`config.mk`:
```
export PLATFORM = sky130hd
export DESIGN_NAME = mpy_flat
export DESIGN_NICKNAME = d
export VERILOG_FILES = /design/src/rtl/mpy_pkg.sv /design/src/rtl/mpy_if.sv /design/src/rtl/mpy_pp.sv /design/src/rtl/mpy.sv /design/src/flat_wrapper.sv
export SDC_FILE = /design/constraint.sdc
export NUM_CORES = 1
export LEC_CHECK = 0
export ABC_AREA = 0
export BUFFER_PORTS_ARGS = -buffer_cell sky130_fd_sc_hd__clkbuf_2
export CORE_AREA = 2 2 59 61
export CTS_BUF_LIST = sky130_fd_sc_hd__clkbuf_4
export DETAILED_ROUTE_END_ITERATION = 6
export DIE_AREA = 0 0 61 63
export PLACE_DENSITY = 0.86
export SLEW_MARGIN = 20
export SYNTH_ARGS = -nofsm -noshare
export SYNTH_HDL_FRONTEND = slang
export SYNTH_SLANG_ARGS = --single-unit
```
`constraint.sdc`:
```
create_clock -name clk -period 4.8 [get_ports clk]
set_input_delay 1.44 -clock clk [delete_from_list [all_inputs] [get_ports clk]]
set_output_delay 1.44 -clock clk [all_outputs]
set_load 0.005 [all_outputs]
```
`src/rtl/mpy_pkg.sv`:
```
// Shared definitions for the sequential signed multiplier: default operand
// width, FSM state type and a sign-extension helper.
package mpy_pkg;

  localparam int W_DEFAULT = 4;

  typedef enum logic {
    IDLE,
    CALC
  } state_t;

  // Sign-extend the low 'width' bits of x to 64 bits. Callers cast the
  // result down to the width they need.
  function automatic logic [63:0] sign_extend(input logic [63:0] x, input int width);
    logic [63:0] t;
    t = x << (64 - width);
    return 64'($signed(t) >>> (64 - width));
  endfunction

endpackage

```
`src/rtl/mpy_if.sv`:
```
// Operand/result bundle for the multiplier. The harness drives the operands
// and reads back the product.
interface mpy_if
  import mpy_pkg::*;
#(
  parameter int W = W_DEFAULT
) ();

  logic signed [W-1:0]   a;
  logic signed [W-1:0]   b;
  logic signed [2*W-1:0] product;

  modport master (output a, output b, input product);
  modport slave  (input a, input b, output product);

endinterface

```
`src/rtl/mpy_pp.sv`:
```
// Partial-product generator. For iteration cnt it returns the sign-extended
// multiplicand shifted by cnt when that bit of the multiplier is set. The last
// iteration covers the multiplier's sign bit, which carries negative weight,
// so it is flagged for subtraction.
module mpy_pp
  import mpy_pkg::*;
#(
  parameter int W = W_DEFAULT
) (
  input  logic [W-1:0]         a_q,
  input  logic [W-1:0]         b_q,
  input  logic [$clog2(W)-1:0] cnt,
  output logic [2*W-1:0]       pp,
  output logic                 sub
);

  localparam int CW = $clog2(W);
  localparam int PW = 2 * W;

  logic [PW-1:0] a_ext;

  assign a_ext = PW'(sign_extend(64'(a_q), W));
  assign sub   = (cnt == CW'(W - 1));

  // Select the shifted multiplicand or zero depending on the current multiplier bit
  always_comb begin
    pp = '0;
    if (b_q[cnt]) begin
      pp = a_ext << cnt;
    end
  end

endmodule

```
`src/rtl/mpy.sv`:
```
// Sequential signed shift-and-add multiplier. It watches its operands and,
// whenever they differ from the last latched pair, runs one partial product
// per clock. The product register only updates when a computation completes,
// so the output never shows intermediate sums.
module mpy
  import mpy_pkg::*;
#(
  parameter int W = W_DEFAULT
) (
  input  logic  clk,
  input  logic  rst_n,
  mpy_if.slave  bus
);

  localparam int CW = $clog2(W);
  localparam int PW = 2 * W;

  state_t        state;
  logic [W-1:0]  a_q;
  logic [W-1:0]  b_q;
  logic [PW-1:0] acc;
  logic [PW-1:0] acc_next;
  logic [PW-1:0] product_q;
  logic [PW-1:0] pp;
  logic [CW-1:0] cnt;
  logic          sub;
  logic          changed;

  mpy_pp #(.W(W)) u_pp (
    .a_q (a_q),
    .b_q (b_q),
    .cnt (cnt),
    .pp  (pp),
    .sub (sub)
  );

  assign changed     = ({bus.a, bus.b} != {a_q, b_q});
  assign acc_next    = sub ? (acc - pp) : (acc + pp);
  assign bus.product = product_q;

  // Control FSM: latch new operands in IDLE, accumulate one bit per cycle in CALC
  always_ff @(posedge clk or negedge rst_n) begin
    if (!rst_n) begin
      state     <= IDLE;
      a_q       <= '0;
      b_q       <= '0;
      acc       <= '0;
      cnt       <= '0;
      product_q <= '0;
    end else begin
      case (state)
        IDLE: begin
          if (changed) begin
            a_q   <= bus.a;
            b_q   <= bus.b;
            acc   <= '0;
            cnt   <= '0;
            state <= CALC;
          end
        end
        CALC: begin
          acc <= acc_next;
          if (sub) begin
            product_q <= acc_next;
            cnt       <= '0;
            state     <= IDLE;
          end else begin
            cnt <= cnt + CW'(1);
          end
        end
        default: state <= IDLE;
      endcase
    end
  end

endmodule

```
`src/flat_wrapper.sv`:
```
// flat-port wrapper written by rule: the top's interface ports become plain ports
module mpy_flat import mpy_pkg::*;
#(
  parameter int W = W_DEFAULT
)
  (clk, rst_n, bus_a, bus_b, bus_product);
  mpy_if #(.W(W)) bus_i ();
  input  logic clk;
  input  logic rst_n;
  input wire logic [$bits(bus_i.a)-1:0] bus_a;
  input wire logic [$bits(bus_i.b)-1:0] bus_b;
  output wire logic [$bits(bus_i.product)-1:0] bus_product;
  assign bus_i.a = bus_a;
  assign bus_i.b = bus_b;
  assign bus_product = bus_i.product;
  mpy #(.W(W)) u_core (.clk(clk), .rst_n(rst_n), .bus(bus_i));
endmodule
```
Yosys cells after proc, flatten, opt, wreduce, memory -nomap -nowiden
Cells that the tools add are included.
{"block": "totals", "wordCells": 29, "register_bits": 27, "out_inout_bits": 8, "in_bits": 10}
{"block": "classes", "n_addsub": 3, "n_shift": 1, "n_reduce_logical": 2, "bitwise_logic": 1, "n_eq_ne": 3, "n_lt_le_gt_ge": 1, "muxes": 12}
{"cell": "$mux W8", "n": 3}
{"cell": "$pmux W8 S2", "n": 1}
{"cell": "$add A8 B8 Y8", "n": 1}
{"cell": "$ne A8 B8 Y1", "n": 1}
{"cell": "$shl A8 B2 Y8", "n": 1}
{"cell": "$sub A8 B8 Y8", "n": 1}
{"cell": "$mux W2", "n": 2}
{"cell": "$pmux W2 S2", "n": 1}
{"cell": "$reduce_and A2 Y1", "n": 2}
{"cell": "$lt A2 B3 Y1 const B", "n": 1}
{"cell": "$mux W1", "n": 3}
{"cell": "$add A2 B1 Y2 const B", "n": 1}
{"cell": "$bmux W1 S2", "n": 1}
{"cell": "$eq A2 B2 Y1 const B", "n": 1}
{"cell": "$ne A2 B1 Y1 const B", "n": 1}
{"cell": "$pmux W1 S2", "n": 1}
{"cell": "$not A1 Y1", "n": 1}

Logic depth before layout (Yosys ltp)
Gate-level depths: netlist (run 1).
{"block": "depth", "word_depth": 6, "ltp_mapped": 16, "mapped_depth_nobuf": 15}

Hierarchy
Synthesis (run 1) repeated with hierarchy kept, for this count alone.
{"block": "hier_totals", "cells_unflattened": 165, "hier_area_um2": 1737.9}
{"module": "mpy", "instances": 1, "cells_per_inst": 145, "seq_area_each_um2": 675.6, "area_each_um2": 1556.5}
{"module": "mpy_pp", "instances": 1, "cells_per_inst": 20, "seq_area_each_um2": 0.0, "area_each_um2": 181.4}

Least setup slack after synthesis (run 1)
No wires, ideal clock.
{"block": "synth_path", "path_kind": "register to register", "from": "register u_core.cnt[0]", "to": "register u_core.product_q[7], in the netlist u_core.bus.product[7]", "slack_ps": 1290, "n_path_buf": 1, "stages_incl_launch_ff": 15, "synth_period_minus_slack_ps": 3510, "t_required_ps": 4723, "arrival_ps": 3432, "setup_time_ps": 77, "path_cell_list": "dfrtp_1 > buf_2 > nand2b_1 > or3b_1 > ha_1 > nor2_1 > nor2_1 > o21ai_0 > o21ai_0 > a31o_1 > ha_1 > or4_1 > o32ai_1 > xor3_1 > o21ai_1"}
{"block": "synth_via", "elab_chain_len": 5, "elab_cells_between_ends": 9, "classes_between": "add/sub (2); eq/ne (1); shift (1); mux (4); reduce/logical (1)"}
{"element": "start, declared", "line": "mpy.sv:25", "source": "logic [CW-1:0] cnt;"}
{"element": "start signal, assigned", "line": "mpy.sv:68", "source": "cnt <= cnt + CW'(1);"}
{"element": "$bmux W1 S2", "line": "mpy_pp.sv:28", "source": "if (b_q[cnt]) begin"}
{"element": "$mux W1 (not written as such)", "line": "mpy_pp.sv:28"}
{"element": "$mux W8", "line": "mpy_pp.sv:28"}
{"element": "$add A8 B8 Y8 or $sub A8 B8 Y8 (tied branches)", "line": "mpy.sv:38", "source": "assign acc_next = sub ? (acc - pp) : (acc + pp);"}
{"element": "$mux W8", "line": "mpy.sv:38"}
{"element": "end signal, assigned", "line": "mpy.sv:64", "source": "product_q <= acc_next;"}
{"element": "end, declared", "line": "mpy.sv:23", "source": "logic [PW-1:0] product_q;"}
Parallel ways exist; a longest one is shown, timed or not. The select of a mux whose other input is x is not followed.
A chain may end at the register's enable or synchronous reset.

Worst setup path after layout (run 1)
Same ends and word-level chain as after synthesis.

==> key figures, run 1 <==
Setup path
  • Endpoint type of the worst setup path: register
  • Worst path slowest cell: dfrtp_1
  • Worst path required time: 5.06 ns
  • Nature of the critical path startpoint: register
  • Worst Path Max Fanout: 13
  • Worst EP arrival: 4.04 ns
  • Cell Chain, Critical Path: nand2b_1 -> or3b_1 -> ha_1 -> nor2_1 -> nor2_1 -> o21ai_0 -> o21ai_0 -> a31o_1 -> ha_1 -> or4_1 -> o32ai_1 -> xor3_1 -> o21ai_1
  • Crit-path max cell delay: about 0.56 ns
  • CP Class: reg -> reg

Floorplan
  • Die Ht: 63 um
  • Die width: between 60 and 70 um
  • Starting Density: 0.579
  • Core ar.: 3230 sq um
  • Rows: 21
  • I/O pin count: 18
  • Die area: slightly below 4000 sq um

STA
  • Rel. slew slack: 0.554
  • RSZ-0062 raised after global routing: false
  • Final setup vio count: 0
  • Hold Fails Final Rpt: 0
  • Setup Skew: 0.00401 ns
  • Worst Tran Pin Value: 0.669 ns
  • Max-slew violation count: 0
  • Tmin final: between 3 and 4 ns
  • Max Freq: ~0.26 GHz
  • Setup_tns: 0 ns
  • Final period util: 0.787

Placed design
  • RePlAce Congestion: between 0.8 and 0.9
  • DP HPWL: 2.54 mm
  • Port Buffer Count: 17

Synth
  • Mapped Area: roughly 1900 sq um
  • Post-synth top area cell: dfrtp_1
  • Post-synthesis simple-gate area fraction: 0.153
  • Ys flop type: dfrtp_1
  • Top-count cell post-synth: dfrtp_1
  • Post-synth top cells: dfrtp_1 (27), nand2_1 (14), mux2_1 (10)
  • Synth Net Count: 205
  • Largest cells by area after synthesis: dfrtp_1 (36%), ha_1 (6.0%), mux2_1 (6.0%), xnor2_1 (4.2%), nand2_1 (2.8%)
  • Post-synth EDFFs: 0
  • Post-Synth Adder-Cell Area: 0.0709
  • Cells after synthesis: 185
  • Largest family of logic cells by synthesized area: compound AO/OA/AOI/OAI gates
  • Async SR Flop Fraction: 1.00
  • Seq/Total Area, Yosys: 0.361
  • Syn Area/Cell: 10.1 sq um
  • Post-synthesis xor/xnor area fraction: 0.0642
  • #FFs+latches synth: 27
  • Top cell type's share of synthesized area: 0.361
  • Compound-Gate Fraction of Synth Area: 0.188
  • Post-synthesis mux area share: 0.118
  • Library cells used by synthesis: 56
  • Yosys warning total: 0

Drt
  • DR iter-0 viols: 40
  • DRC viols: 0
  • Vias per cell: around 5.7
  • Total Routed Length: 3.35 mm
  • Antenna-violating nets left: 0
  • Vias: ~1400
  • Wire per inst: 13.8 um
  • DR pass1 iterations: 4

Final layout
  • Synth-to-Final Area Change: 6.75%
  • ANT cells: 0
  • Fin nets: 218
  • Share of cells above drive strength 1: 0.168

Clock tree
  • CTS tree: built
  • CTS clk-pin slew, worst paths: approximately 0.15 ns
  • CTS Hold Bufs: 0
  • Sink Count: 27
  • # Post-CTS Setup Buffers: 0
  • Clock Root Buffer: clkbuf_4
  • Post-CTS resize count: 0
  • Max H-tree Level: 1
  • Total CTS buffers: 3
  • Skew-Pair Late Insertion Delay: 0.33 ns
  • Bufs on Longest Clock Path: 2

Global route
  • Vias in the first global route: 1383
  • GRT Residual Overflow: 0
  • Number of antenna violations at the first check in global routing: 0
  • First-pass GRT wire length: 6.36 mm
  • GR Util All Layers: 0.214
  • Largest net degree at the start of global routing: 28

Status
  • Status: complete, no violations

Job
  • MaxCap Viol Count: 0

Min path
  • Hold Path Class: reg -> reg
[cell type report]
| class | count | area, sq um |
|---|---|---|
| inverter | 8 | 30.0 |
| timing repair buffer | 18 | 92.6 |
| sequential | 27 | 676 |
| tap | 46 | 57.6 |
| fill | 280 | 1230 |
| multi-input combinational | 140 | 1110 |
| clock buffer | 4 | 30.0 |
[final timing paths]
kind                                              end  slack (ns)     startpoint  cells after the start
worst max-delay path            u_core.bus.product[7]        1.02  u_core.cnt[0]                     13
worst min-delay path                    u_core.acc[0]        0.51  u_core.acc[0]                      2
worst max register to register  u_core.bus.product[7]        1.02  u_core.cnt[0]                     13
worst min register to register          u_core.acc[0]        0.51  u_core.acc[0]                      2
max in group asynchronous               u_core.acc[6]        3.27          rst_n                      1
min in group asynchronous                u_core.state        1.11          rst_n                      1
[worst max-delay path: cells and delay by family (launching register included)]
family	cells	cell delay (ns)
AND/OR/NAND/NOR	5	1.38
AO/OA/AOI/OAI	5	0.95
flip-flops	1	0.56
adder cells (fa/ha/maj)	2	0.41
XOR/XNOR	1	0.41
[cell families (layout without fill, tap and decap cells)]
kind of cell             after synthesis  in the layout
AND/OR/NAND/NOR                       51             51
AO/OA/AOI/OAI                         49             49
flip-flops                            27             27
multiplexers                          18             18
buffers and inverters                 18             30
XOR/XNOR                              12             12
adder cells (fa/ha/maj)               10             10
[state kept, by name (all words and copies together) (netlist names)]
register and cells:
u_core.acc 8, u_core.bus.product 8, u_core.state 1, u_core.cnt 2, u_core.b_q 4, u_core.a_q 4
[cells in the final DEF (no fill, tap or decap), types with 5 or more instances in the layout]
| cell | count |
|---|---|
| dfrtp_1 | 27 |
| clkbuf_2 | 17 |
| nand2_1 | 14 |
| mux2_1 | 10 |
| nor2_1 | 9 |
| o21ai_1 | 9 |
| xnor2_1 | 9 |
| ha_1 | 9 |
| inv_1 | 8 |
| a21oi_1 | 8 |
| a22o_1 | 5 |
[routing by layer]
layer	GRT usage	part of all wire	vias up
li1	-	-	697
met1	0.328	0.48	666
met2	0.306	0.49	17
met3	0.0311	0.024	4
met4	0.0734	0.013	0
met5	0	0	-
[metrics by stage]
step | utilization | std cells | cell area, sq um | setup WS [ns] | hold slack (ns)
after floorplan | - | 185 | 1870 | 1.29 | 0.456
after detailed placement | 0.609 | 239 | 1970 | 1.06 | 0.480
after CTS | 0.618 | 243 | 2000 | 1.02 | 0.512
after global routing | 0.618 | 243 | 2000 | 0.707 | 0.549
final | 0.618 | 243 | 2000 | 1.02 | 0.505
after global placement | 0.609 | 239 | 1970 | 1.15 | 0.470
Power of run 1 is not shown: default switching activity piles up to over one toggle a cycle in this logic, so the estimate is an artifact.
==> inputs of run 2 (changes only) <==
==> constraint.sdc (replaced) <==
create_clock -name clk -period 3.5 [get_ports clk]
set_input_delay 1.05 -clock clk [delete_from_list [all_inputs] [get_ports clk]]
set_output_delay 1.05 -clock clk [all_outputs]
set_load 0.005 [all_outputs]
==> run 2 against run 1 <==
Against the previous run: wire length is 10% higher; critical path depth is 1 higher; setup slack worse by 0.88 ns; clock skew is 0.0010 ns higher; first-iteration DRC count is 5.0% higher; non-clock buffer count is 5 higher; register-to-register slack worse by 0.88 ns; critical path type unchanged; clock-buffer cell count is 1 lower; sequential cell count stayed put; sequential share of layout area is 1.2 points lower.
==> key figures, run 2 (synthesis gave the netlist of run 1 again) <==
Status
  • Status: complete, no violations

STA
  • Max-slew violation count: 0
  • Rel. slew slack: 0.557
  • Final period util: 0.959
  • Hold Fails Final Rpt: 0
  • Max Freq: around 0.30 GHz
  • Final setup vio count: 0
  • Worst Tran Pin Value: 0.664 ns
  • Setup Skew: 0.00501 ns
  • Tmin final: 3.36 ns

Setup path
  • Crit path launch: u_core.cnt[0]
  • Worst path required time: 3.77 ns
  • Worst Reg-to-Reg Cells: 14
  • Endpoint type of the worst setup path: register
  • Worst EP arrival: 3.63 ns
  • CP Class: reg -> reg
  • Worst Path Max Fanout: 4
  • CP endpoint: u_core.acc[7]
  • Worst R2R End: u_core.acc[7]
  • Nature of the critical path startpoint: register
  • R2R setup slack: 0.14 ns
  • R2R Path Start: u_core.cnt[0]

Clock tree
  • # Post-CTS Setup Buffers: 0
  • Max H-tree Level: 1
  • Skew-Pair Late Insertion Delay: 0.33 ns
  • Total CTS buffers: 3
  • CTS clk-pin slew, worst paths: about 0.15 ns
  • Bufs on Longest Clock Path: 2
  • CTS tree: built
  • Sink Count: 27
  • Clock Root Buffer: clkbuf_4

Min path
  • Hold Crit Depth: 1
  • Hold Path Class: reg -> reg

Drt
  • Wire per inst: 14.9 um
  • Antenna-violating nets left: 0
  • DR pass1 iterations: 4
  • Total Routed Length: between 3 and 4 mm
  • DRC viols: 0
  • DR iter-0 viols: 42
  • Vias per cell: around 5.8
  • Vias: 1448

Final layout
  • ANT cells: 0
  • Synth-to-Final Area Change: 11.0%
  • Commonest cells after routing, fill and taps aside: dfrtp_1 (25), clkbuf_2 (17), nand2_1 (14)
  • Design area: 2080 sq um
  • FILL cells: 254
  • Most common cell after layout, fill and taps aside: dfrtp_1
  • Fin nets: between 200 and 250
  • Share of cells above drive strength 1: 0.228

Placed design
  • Port Buffer Count: 17
  • DP HPWL: 2.80 mm
  • RePlAce Congestion: 0.814
  • Dpl cell area: 2010 sq um

Floorplan
  • Rows: 21
  • Core ar.: 3230 sq um
  • Starting Density: 0.579
  • Die width: 61 um
  • Die area: 3840 sq um
  • I/O pin count: 18
  • Die Ht: 63 um

Global route
  • GR Util All Layers: 0.219
  • Vias in the first global route: around 1400
  • Largest net degree at the start of global routing: 28
  • First-pass GRT wire length: 6.46 mm
  • GRT Residual Overflow: 0
  • Number of antenna violations at the first check in global routing: 0

Job
  • MaxCap Viol Count: 0
-- run 2: cell types whose count changed in the layout (fill, tap and decap cells not counted), sizes merged --
cell,before,now
buf,1,6
clkinv,0,1
clkbuf,21,20
-- run 2: routing by layer --
layer	vias up	part of all wire	global-route usage
li1	709	-	-
met1	724	0.50	0.334
met2	11	0.48	0.328
met3	4	0.014	0.0248
met4	0	0.012	0.0571
met5	-	0	0
-- run 2: timing repair --
| item | in CTS | in global routing |
|---|---|---|
| resized for setup | 0 | 9 |
| hold buffers | 0 | 0 |
| setup endpoints to repair | 0 | 2 |
| hold endpoints to repair | 0 | 0 |
-- run 2: worst min-delay path by stage --
stage                                from                    end
finish              u_core.bus.product[2]  u_core.bus.product[2]
global route        u_core.bus.product[3]  u_core.bus.product[3]
CTS                 u_core.bus.product[2]  u_core.bus.product[2]
detailed placement  u_core.bus.product[2]  u_core.bus.product[2]
global placement            u_core.acc[0]          u_core.acc[0]
floorplan                   u_core.acc[0]          u_core.acc[0]
-- run 2: worst max-delay path, cell delays in order (launching register included) --
cell and delay [ns]:
dfrtp_1 0.43, nand2b_1 0.16, or3b_1 0.40, ha_1 0.22, buf_4 0.15, a21oi_1 0.11
a31oi_1 0.05, o22a_1 0.22, ha_1 0.34, o21a_1 0.14, o21a_1 0.16, o32ai_4 0.11
or4_4 0.50, and2_4 0.17, o211ai_2 0.14
-- run 2: area by class of cell --
class / instances / area (sq um) / share of cell area
Timing Repair Buffer: 23 / 134 / 0.0645
Sequential cell: 27 / 678 / 0.327
Multi-Input combinational cell: 140 / 1150 / 0.554
Inverter: 8 / 30.0 / 0.0145
Tap cell: 46 / 57.6 / 0.0277
Clock inverter: 1 / 5.00 / 0.00241
Clock buffer: 3 / 22.5 / 0.0108
-- run 2: through the flow --
stage	setup WS [ns]	util	setup TNS (ns)	std cells	hold WS, ns
floorplan	0.0796	-	0	185	0.456
global placement	0.223	0.623	0	244	0.470
detailed placement	0.129	0.623	0	244	0.485
CTS	0.0990	0.631	0	248	0.519
global route	-0.0122	0.643	-0.0122	248	0.535
finish	0.142	0.643	0	248	0.514
Power of run 2 is left out for the same reason.
